===== config.mk =====
export PLATFORM = sky130hd
export DESIGN_NAME = vga_timing_gen
export DESIGN_NICKNAME = d
export VERILOG_FILES = /design/src/rtl/vga_timing_pkg.sv /design/src/rtl/vga_axis_cnt.sv /design/src/rtl/vga_timing_gen.sv
export SDC_FILE = /design/constraint.sdc
export NUM_CORES = 1
export LEC_CHECK = 0
export CORE_MARGIN = 2
export CORE_UTILIZATION = 56
export DETAILED_ROUTE_END_ITERATION = 8
export GPL_TIMING_DRIVEN = 1
export HOLD_SLACK_MARGIN = 0.12
export MAX_ROUTING_LAYER = met4
export PLACE_DENSITY = 0.84
export SLEW_MARGIN = 5
export SYNTH_ARGS = -nofsm -noshare
export SYNTH_HDL_FRONTEND = slang
export SYNTH_SLANG_ARGS = --single-unit

===== constraint.sdc =====
create_clock -name clk -period 4.5 [get_ports clk]
set_input_delay 0.675 -clock clk [delete_from_list [all_inputs] [get_ports clk]]
set_output_delay 0.675 -clock clk [all_outputs]
set_load 0.005 [all_outputs]

===== src/rtl/vga_timing_pkg.sv =====
// rtl/vga_timing_pkg.sv - shared 640x480@60 constants, pattern encodings, total helper
package vga_timing_pkg;

  localparam int CNT_W = 11;

  localparam int DEF_H_ACTIVE = 640;
  localparam int DEF_H_FP     = 16;
  localparam int DEF_H_SYNC   = 96;
  localparam int DEF_H_BP     = 48;
  localparam int DEF_V_ACTIVE = 480;
  localparam int DEF_V_FP     = 10;
  localparam int DEF_V_SYNC   = 2;
  localparam int DEF_V_BP     = 33;
  localparam bit DEF_SYNC_ACT = 1'b0;

  typedef enum logic [1:0] {
    RAMP_H  = 2'd0,
    RAMP_V  = 2'd1,
    CHECKER = 2'd2,
    FLAT    = 2'd3
  } pattern_e;

  function automatic int calc_total(input int active, input int fp, input int sync, input int bp);
    return active + fp + sync + bp;
  endfunction

endpackage


===== src/rtl/vga_axis_cnt.sv =====
// rtl/vga_axis_cnt.sv - one timing axis: position counter with active/sync decode and wrap
module vga_axis_cnt
  import vga_timing_pkg::*;
#(
  parameter int ACTIVE   = DEF_H_ACTIVE,
  parameter int FP       = DEF_H_FP,
  parameter int SYNC     = DEF_H_SYNC,
  parameter int BP       = DEF_H_BP,
  parameter bit SYNC_ACT = DEF_SYNC_ACT
) (
  input  logic             clk,
  input  logic             rst_n,
  input  logic             step,
  output logic [CNT_W-1:0] count,
  output logic             active,
  output logic             sync,
  output logic             wrap
);

  localparam int TOTAL = calc_total(ACTIVE, FP, SYNC, BP);
  localparam logic [CNT_W-1:0] LAST     = CNT_W'(TOTAL - 1);
  localparam logic [CNT_W-1:0] ACT_END  = CNT_W'(ACTIVE);
  localparam logic [CNT_W-1:0] SYNC_BEG = CNT_W'(ACTIVE + FP);
  localparam logic [CNT_W-1:0] SYNC_END = CNT_W'(ACTIVE + FP + SYNC);

  assign wrap   = step && (count == LAST);
  assign active = (count < ACT_END);
  assign sync   = ((count >= SYNC_BEG) && (count < SYNC_END)) ? SYNC_ACT : ~SYNC_ACT;

  always_ff @(posedge clk or negedge rst_n) begin
    if (!rst_n) begin
      count <= '0;
    end else if (step) begin
      count <= wrap ? '0 : count + CNT_W'(1);
    end
  end

endmodule


===== src/rtl/vga_timing_gen.sv =====
// rtl/vga_timing_gen.sv - VGA timing and test-pattern source, one pixel per clock
// Outputs register the decode of the current counter position, so all outputs stay aligned.
module vga_timing_gen
  import vga_timing_pkg::*;
#(
  parameter int H_ACTIVE = DEF_H_ACTIVE,
  parameter int H_FP     = DEF_H_FP,
  parameter int H_SYNC   = DEF_H_SYNC,
  parameter int H_BP     = DEF_H_BP,
  parameter int V_ACTIVE = DEF_V_ACTIVE,
  parameter int V_FP     = DEF_V_FP,
  parameter int V_SYNC   = DEF_V_SYNC,
  parameter int V_BP     = DEF_V_BP,
  parameter bit SYNC_ACT = DEF_SYNC_ACT
) (
  input  logic             clk,
  input  logic             rst_n,
  input  logic [1:0]       pattern_sel,
  output logic             o_HSYNC,
  output logic             o_VSYNC,
  output logic             o_BLANK,
  output logic [7:0]       o_Y0,
  output logic [CNT_W-1:0] o_X,
  output logic [CNT_W-1:0] o_Y,
  output logic             o_frame_start
);

  logic [CNT_W-1:0] h;
  logic [CNT_W-1:0] v;
  logic             h_active;
  logic             v_active;
  logic             h_sync;
  logic             v_sync;
  logic             h_wrap;
  logic             v_wrap;
  logic             at_origin;
  pattern_e         pat_q;
  logic [7:0]       pix;
  logic             blank_d;

  vga_axis_cnt #(
    .ACTIVE(H_ACTIVE), .FP(H_FP), .SYNC(H_SYNC), .BP(H_BP), .SYNC_ACT(SYNC_ACT)
  ) u_h_cnt (
    .clk(clk), .rst_n(rst_n), .step(1'b1),
    .count(h), .active(h_active), .sync(h_sync), .wrap(h_wrap)
  );

  vga_axis_cnt #(
    .ACTIVE(V_ACTIVE), .FP(V_FP), .SYNC(V_SYNC), .BP(V_BP), .SYNC_ACT(SYNC_ACT)
  ) u_v_cnt (
    .clk(clk), .rst_n(rst_n), .step(h_wrap),
    .count(v), .active(v_active), .sync(v_sync), .wrap(v_wrap)
  );

  assign blank_d = h_active && v_active;

  always_comb begin
    pix = 8'h00;
    case (pat_q)
      RAMP_H:  pix = h[7:0];
      RAMP_V:  pix = v[7:0];
      CHECKER: pix = (h[3] ^ v[3]) ? 8'hFF : 8'h00;
      FLAT:    pix = 8'h80;
      default: pix = 8'h00;
    endcase
  end

  // The new selection is loaded as the counters leave the last position, so the
  // frame that the following strobe opens uses it from (0,0); the frame after
  // reset always runs the reset pattern.
  always_ff @(posedge clk or negedge rst_n) begin
    if (!rst_n) begin
      at_origin     <= 1'b1;
      pat_q         <= RAMP_H;
      o_HSYNC       <= ~SYNC_ACT;
      o_VSYNC       <= ~SYNC_ACT;
      o_BLANK       <= 1'b0;
      o_Y0          <= 8'h00;
      o_X           <= '0;
      o_Y           <= '0;
      o_frame_start <= 1'b0;
    end else begin
      at_origin     <= v_wrap;
      if (v_wrap) begin
        pat_q <= pattern_e'(pattern_sel);
      end
      o_HSYNC       <= h_sync;
      o_VSYNC       <= v_sync;
      o_BLANK       <= blank_d;
      o_Y0          <= blank_d ? pix : 8'h00;
      o_X           <= h;
      o_Y           <= v;
      o_frame_start <= at_origin;
    end
  end

endmodule


---- Word-level counts from Yosys, hierarchy flattened ----
Cells that the tools add are included.
operators by class
  add/sub/neg operators ................... 2
  magnitude comparators ................... 6
  equal/unequal tests ..................... 5
  multiplexer cells ....................... 7
  bitwise gates (word level) .............. 1
  reduce and logical (&&, ||, !) cells .... 5
operator list
  cell                                                                  count
  one-hot mux 8 bit (4 select lines)                                    1
  adder 11 x 1 -> 11 bit (second input constant)                        2
  == test 11 x 10 -> 1 bit (second input constant)                      2
  less-than comparator 11 x 10 -> 1 bit (second input constant)         2
  less-than comparator 11 x 9 -> 1 bit (second input constant)          2
  two-way mux 11 bit                                                    2
  two-way mux 8 bit                                                     2
  greater-or-equal comparator 11 x 10 -> 1 bit (second input constant)  1
  greater-or-equal comparator 11 x 9 -> 1 bit (second input constant)   1
  == test 2 bit (second input constant)                                 2
  logical AND 1 bit                                                     4
  == test 2 x 1 -> 1 bit (second input constant)                        1
  zero test 2 bit                                                       1
  two-way mux 1 bit                                                     2
  bitwise XOR 1 bit                                                     1
word-level totals
  flip-flop bits (word level) ............. 59
  bits of input ports ..................... 4
  logic and storage cells ................. 37

---- Logic depth before layout (Yosys ltp) ----
  depth in word-level cells ............... 4
  mapped depth ............................ 6
  mapped depth without buffers ............ 6

---- Cells and area by module ----
Synthesis repeated with hierarchy kept, for this count alone.
second synthesis, totals
  cell total of the unflattened synthesis .. 191
  area, all modules ....................... 2414.8 um^2
modules (own cells, without submodules)
  module                  times used  cells an instance  area an instance (um^2)  sequential area each (um^2)
  vga_timing_gen          1           74                 1218.7                   929.6
  vga_axis_cnt (u_h_cnt)  1           62                 606.8                    275.3
  vga_axis_cnt (u_v_cnt)  1           55                 589.3                    275.3

---- Worst setup path before layout ----
Ideal clock, no wire load.
  path type ............................... register -> register
  start point ............................. register u_h_cnt.count[0]
  end point ............................... register pat_q[0]
  setup time .............................. 0.125 ns
  arrival time ............................ 1.574 ns
  required time ........................... 4.375 ns
  setup slack ............................. 2.802 ns
  cell stages (with the launch flop) ...... 6
  path buffers ............................ 0
  period minus slack after synthesis ...... 1.698 ns
  cells stage by stage .................... dfrtp_1 -> ha_1 -> and4_1 -> nand4b_4 -> nor2_1 -> mux2_2
between the ends
  word-level cells in the longest chain between the ends .. 2
RTL lines
  element                   RTL line              source
  from (decl)               vga_axis_cnt.sv:14    output logic [CNT_W-1:0] count,
  from (signal assigned)    vga_axis_cnt.sv:34    count <= wrap ? '0 : count + CNT_W'(1);
  == test 11 x 10 -> 1 bit  vga_axis_cnt.sv:26    assign wrap = step && (count == LAST);
  logical AND 1 bit         vga_axis_cnt.sv:26
  named net u_v_cnt.wrap    vga_axis_cnt.sv:17    output logic wrap
  to (signal assigned)      vga_timing_gen.sv:85  pat_q <= pattern_e'(pattern_sel);
  to (decl)                 vga_timing_gen.sv:37  pattern_e pat_q;
The timed path passes the listed nets, and every way through them passes these cells.
A chain may end at the register's enable or synchronous reset.

---- Worst setup path in the final report ----
Ends and elaborated chain as after synthesis.

==> summary.txt <==
Run status
  – Outcome: completed

Flow run
  – MaxCap Viol Count: 0

Setup path
  – Worst r2r src: u_h_cnt.count[0]
  – Crit-path slowest cell: dfrtp_1
  – Cells along the critical path: ha_1 -> and4_1 -> nand4b_4 -> nor2_1 -> mux2_2
  – CP max stage delay: approximately 420 ps
  – Worst Path Buf+Inv: 0
  – Critical path startpoint category: flop
  – CP required: roughly 4700 ps
  – CP Launch Point: u_h_cnt.count[0]
  – CP Class: reg2reg
  – Critical path endpoint category: flop
  – Arr. time, crit path: 2290 ps
  – Max FO, Critical Path: 13
  – Kind of cell adding the most delay to the critical path: simple AND/OR/NAND/NOR gates

Die
  – Starting Density: 58.99%
  – Core Region: 0.004058 mm²
  – Full die area: between 0.004 and 0.005 mm²
  – Row Count: 23
  – I/O pin count: 38
  – Die X: ~69 µm
  – Die Ht: just under 70 µm

Hold path
  – Worst Hold Class: reg2reg
  – Hold Crit Start: at_origin

Timing
  – Period utilisation layout: 45.87%
  – Slew headroom: between 50% and 60%
  – Setup Viol. Count Final: 0
  – Final hold vios: 0
  – Clock period minus worst slack: between 2000 and 2500 ps
  – Final clock skew: roughly 6.4 ps
  – Hold WS: about 400 ps
  – Final max-slew violation count: 0
  – Slew at the pin closest to its max-slew limit: 687.5 ps
  – Setup tns final: 0 ps
  – Unrepaired setup endpoints after global routing: false
  – Max Fclk: around 0.48 GHz

Clock network
  – Cts bufs inserted: 9
  – Sink Count: between 50 and 60
  – CTS tree: built
  – CTS resizes: 0
  – Clock latency on the worst-skew pair: about 330 ps
  – Setup bufs post-CTS: 0
  – Hold-fix buffers, CTS: 0
  – H-tree depth: 3
  – Clock transition at the registers of the reported paths: around 70 ps
  – Root Buffer Master: clkbuf_8
  – CTS Buffer Depth: 2

Final layout
  – Area added between synthesis and finish: 24.83%
  – N_diodes: 0
  – Share of cells above drive strength 1: about an eighth
  – Nets: about 240
  – Finished Layout Cells: approximately 290
  – Fill cell count: between 200 and 300

GRT
  – Initial antenna violation count: 0
  – First-pass GRT wire length: ~7700 µm
  – Vias in the first global route: 1623
  – Largest net degree at the start of global routing: 60
  – GRT Util Overall: 21.84%
  – Total gr overflow: 0

Detailed routing
  – Initial DRC Count: 166
  – DR vias: roughly 1600
  – Final ANT Viol Nets: 0
  – Drt wl/cell: between 15 and 20 µm
  – TritonRoute pass-1 iters: 4
  – Vias per cell: between 5 and 6
  – Routed WL: 4648 µm
  – DRC viols: 0

Logic synthesis
  – Mapped Cells: 195
  – Post-synthesis area per instance: around 12 µm²
  – Post-synthesis sequential area ratio: just over 60%
  – Post-synthesis register bit count: just under 60
  – Asr flop ratio synth: 100.0%
  – Synth area leader: dfrtp_1
  – Post-synthesis cell type count: 43
  – Most frequent cell after synthesis: dfrtp_1
  – Area contributors post-synth: dfrtp_1 (59%), dfstp_2 (3.3%), mux2i_1 (2.9%)
  – Top cell type's share of synthesized area: 58.55%
  – Cell Area, Synth: 0.002394 mm²
  – Synth cell count leaders: dfrtp_1 (56), nand2_1 (12), nor2_1 (12), nand3_1 (11), o21ai_0 (11)
  – Net Count, Synth: about 200
  – EDFF count, synth: 0
  – Top_reg_cell synth: dfrtp_1
  – Synth warn: 0

Power and ir drop
  – VDD IR max: roughly 0.25 mV
  – Pleak: about 0.0013 µW
  – Power per cell area: approximately 360 mW/mm²

Placed design
  – DP HPWL: about 3000 µm
  – GP Congestion: 0.8685
  – PortBufs: 37
  – Dpl cells: 271
==> metal layers <==
metal / GRT usage [%] / part of all wire [%] / vias to the layer above
met5: - / 0 / -
met4: 12.85 / 3.1 / 0
met3: 5.814 / 6.3 / 14
met2: 31.94 / 47 / 58
met1: 27.47 / 44 / 817
li1: - / - / 751
==> registers in the layout, summed over array words and instances, names as in the netlist <==
| register | cells |
|---|---|
| o_X | 11 |
| o_Y | 11 |
| u_h_cnt.count | 11 |
| u_v_cnt.count | 11 |
| o_Y0 | 8 |
| pat_q | 2 |
| at_origin | 1 |
| o_BLANK | 1 |
| o_HSYNC | 1 |
| o_VSYNC | 1 |
| o_frame_start | 1 |
==> cell families (layout without fill, tap and decap cells) <==
group	count (synthesis)	count (layout)	share of synthesized area (%)
compound gates	27	27	7.005
mux	10	10	4.339
fa+ha+maj	3	3	1.568
simple gates	66	66	17.09
xor+xnor	12	12	4.391
buf+inv	18	60	3.763
flops	59	59	61.84
==> path summary, 6_finish.rpt <==
check                                         to  cells after the start  slack (ps)
max in group asynchronous       u_v_cnt.count[0]                      2        3580
worst max-delay path                    pat_q[0]                      5        2440
worst min-delay path               o_frame_start                      0         390
min in group asynchronous          o_frame_start                      2         480
worst min register to register     o_frame_start                      0         390
worst max register to register          pat_q[0]                      5        2440
==> where the power goes <==
| part | total, µW | switching [µW] | internal (µW) |
|---|---|---|---|
| Sequential | 531 | 0 | 531 |
| Clock | 540 | 201 | 339 |
| Combinational | 12.0 | 9.59 | 2.38 |
| Total | 1080 | 211 | 872 |
==> per-stage QoR <==
stage               area, µm²  setup slack (ps)  utilization [%]  power, µW
floorplan                2394              2802                -      540.4
global placement         2761              2526            68.05      552.8
detailed placement       2761              2460            68.05      553.3
CTS                      2988              2453            73.64       1091
global route             2988              2312            73.64       1112
finish                   2988              2436            73.64       1083
==> worst reg2reg max path, cell delays in order, from the launching register on <==
cell and delay [ps]:
dfrtp_1 420, ha_1 220, and4_1 380, nand4b_4 270, nor2_1 300, mux2_2 370
==> final cells by class <==
type / count / area [µm²] / area share, %
sequential: 59 / 1480 / 49.54
multi-input combinational: 118 / 823.3 / 27.55
timing repair buffer: 38 / 372.9 / 12.48
clock buffer: 11 / 151.4 / 5.067
clock inverter: 5 / 75.07 / 2.513
tap: 50 / 62.56 / 2.094
inverter: 6 / 22.52 / 0.7538
==> layout by cell type (no fill, tap or decap), drive strengths merged, types with 4 or more instances in the layout <==
cell,netlist,layout
xor2,7,7
nor2,12,12
nand3,11,11
nor3,5,5
dfrtp,56,56
mux2i,7,7
o21a,6,6
clkdlybuf4s50,0,36
xnor2,5,5
clkbuf,7,11
a21oi,4,4
inv,6,6
o21ai,11,11
nor4,5,5
nand2,12,12
No activity file was read; power rests on OpenSTA's default activity.
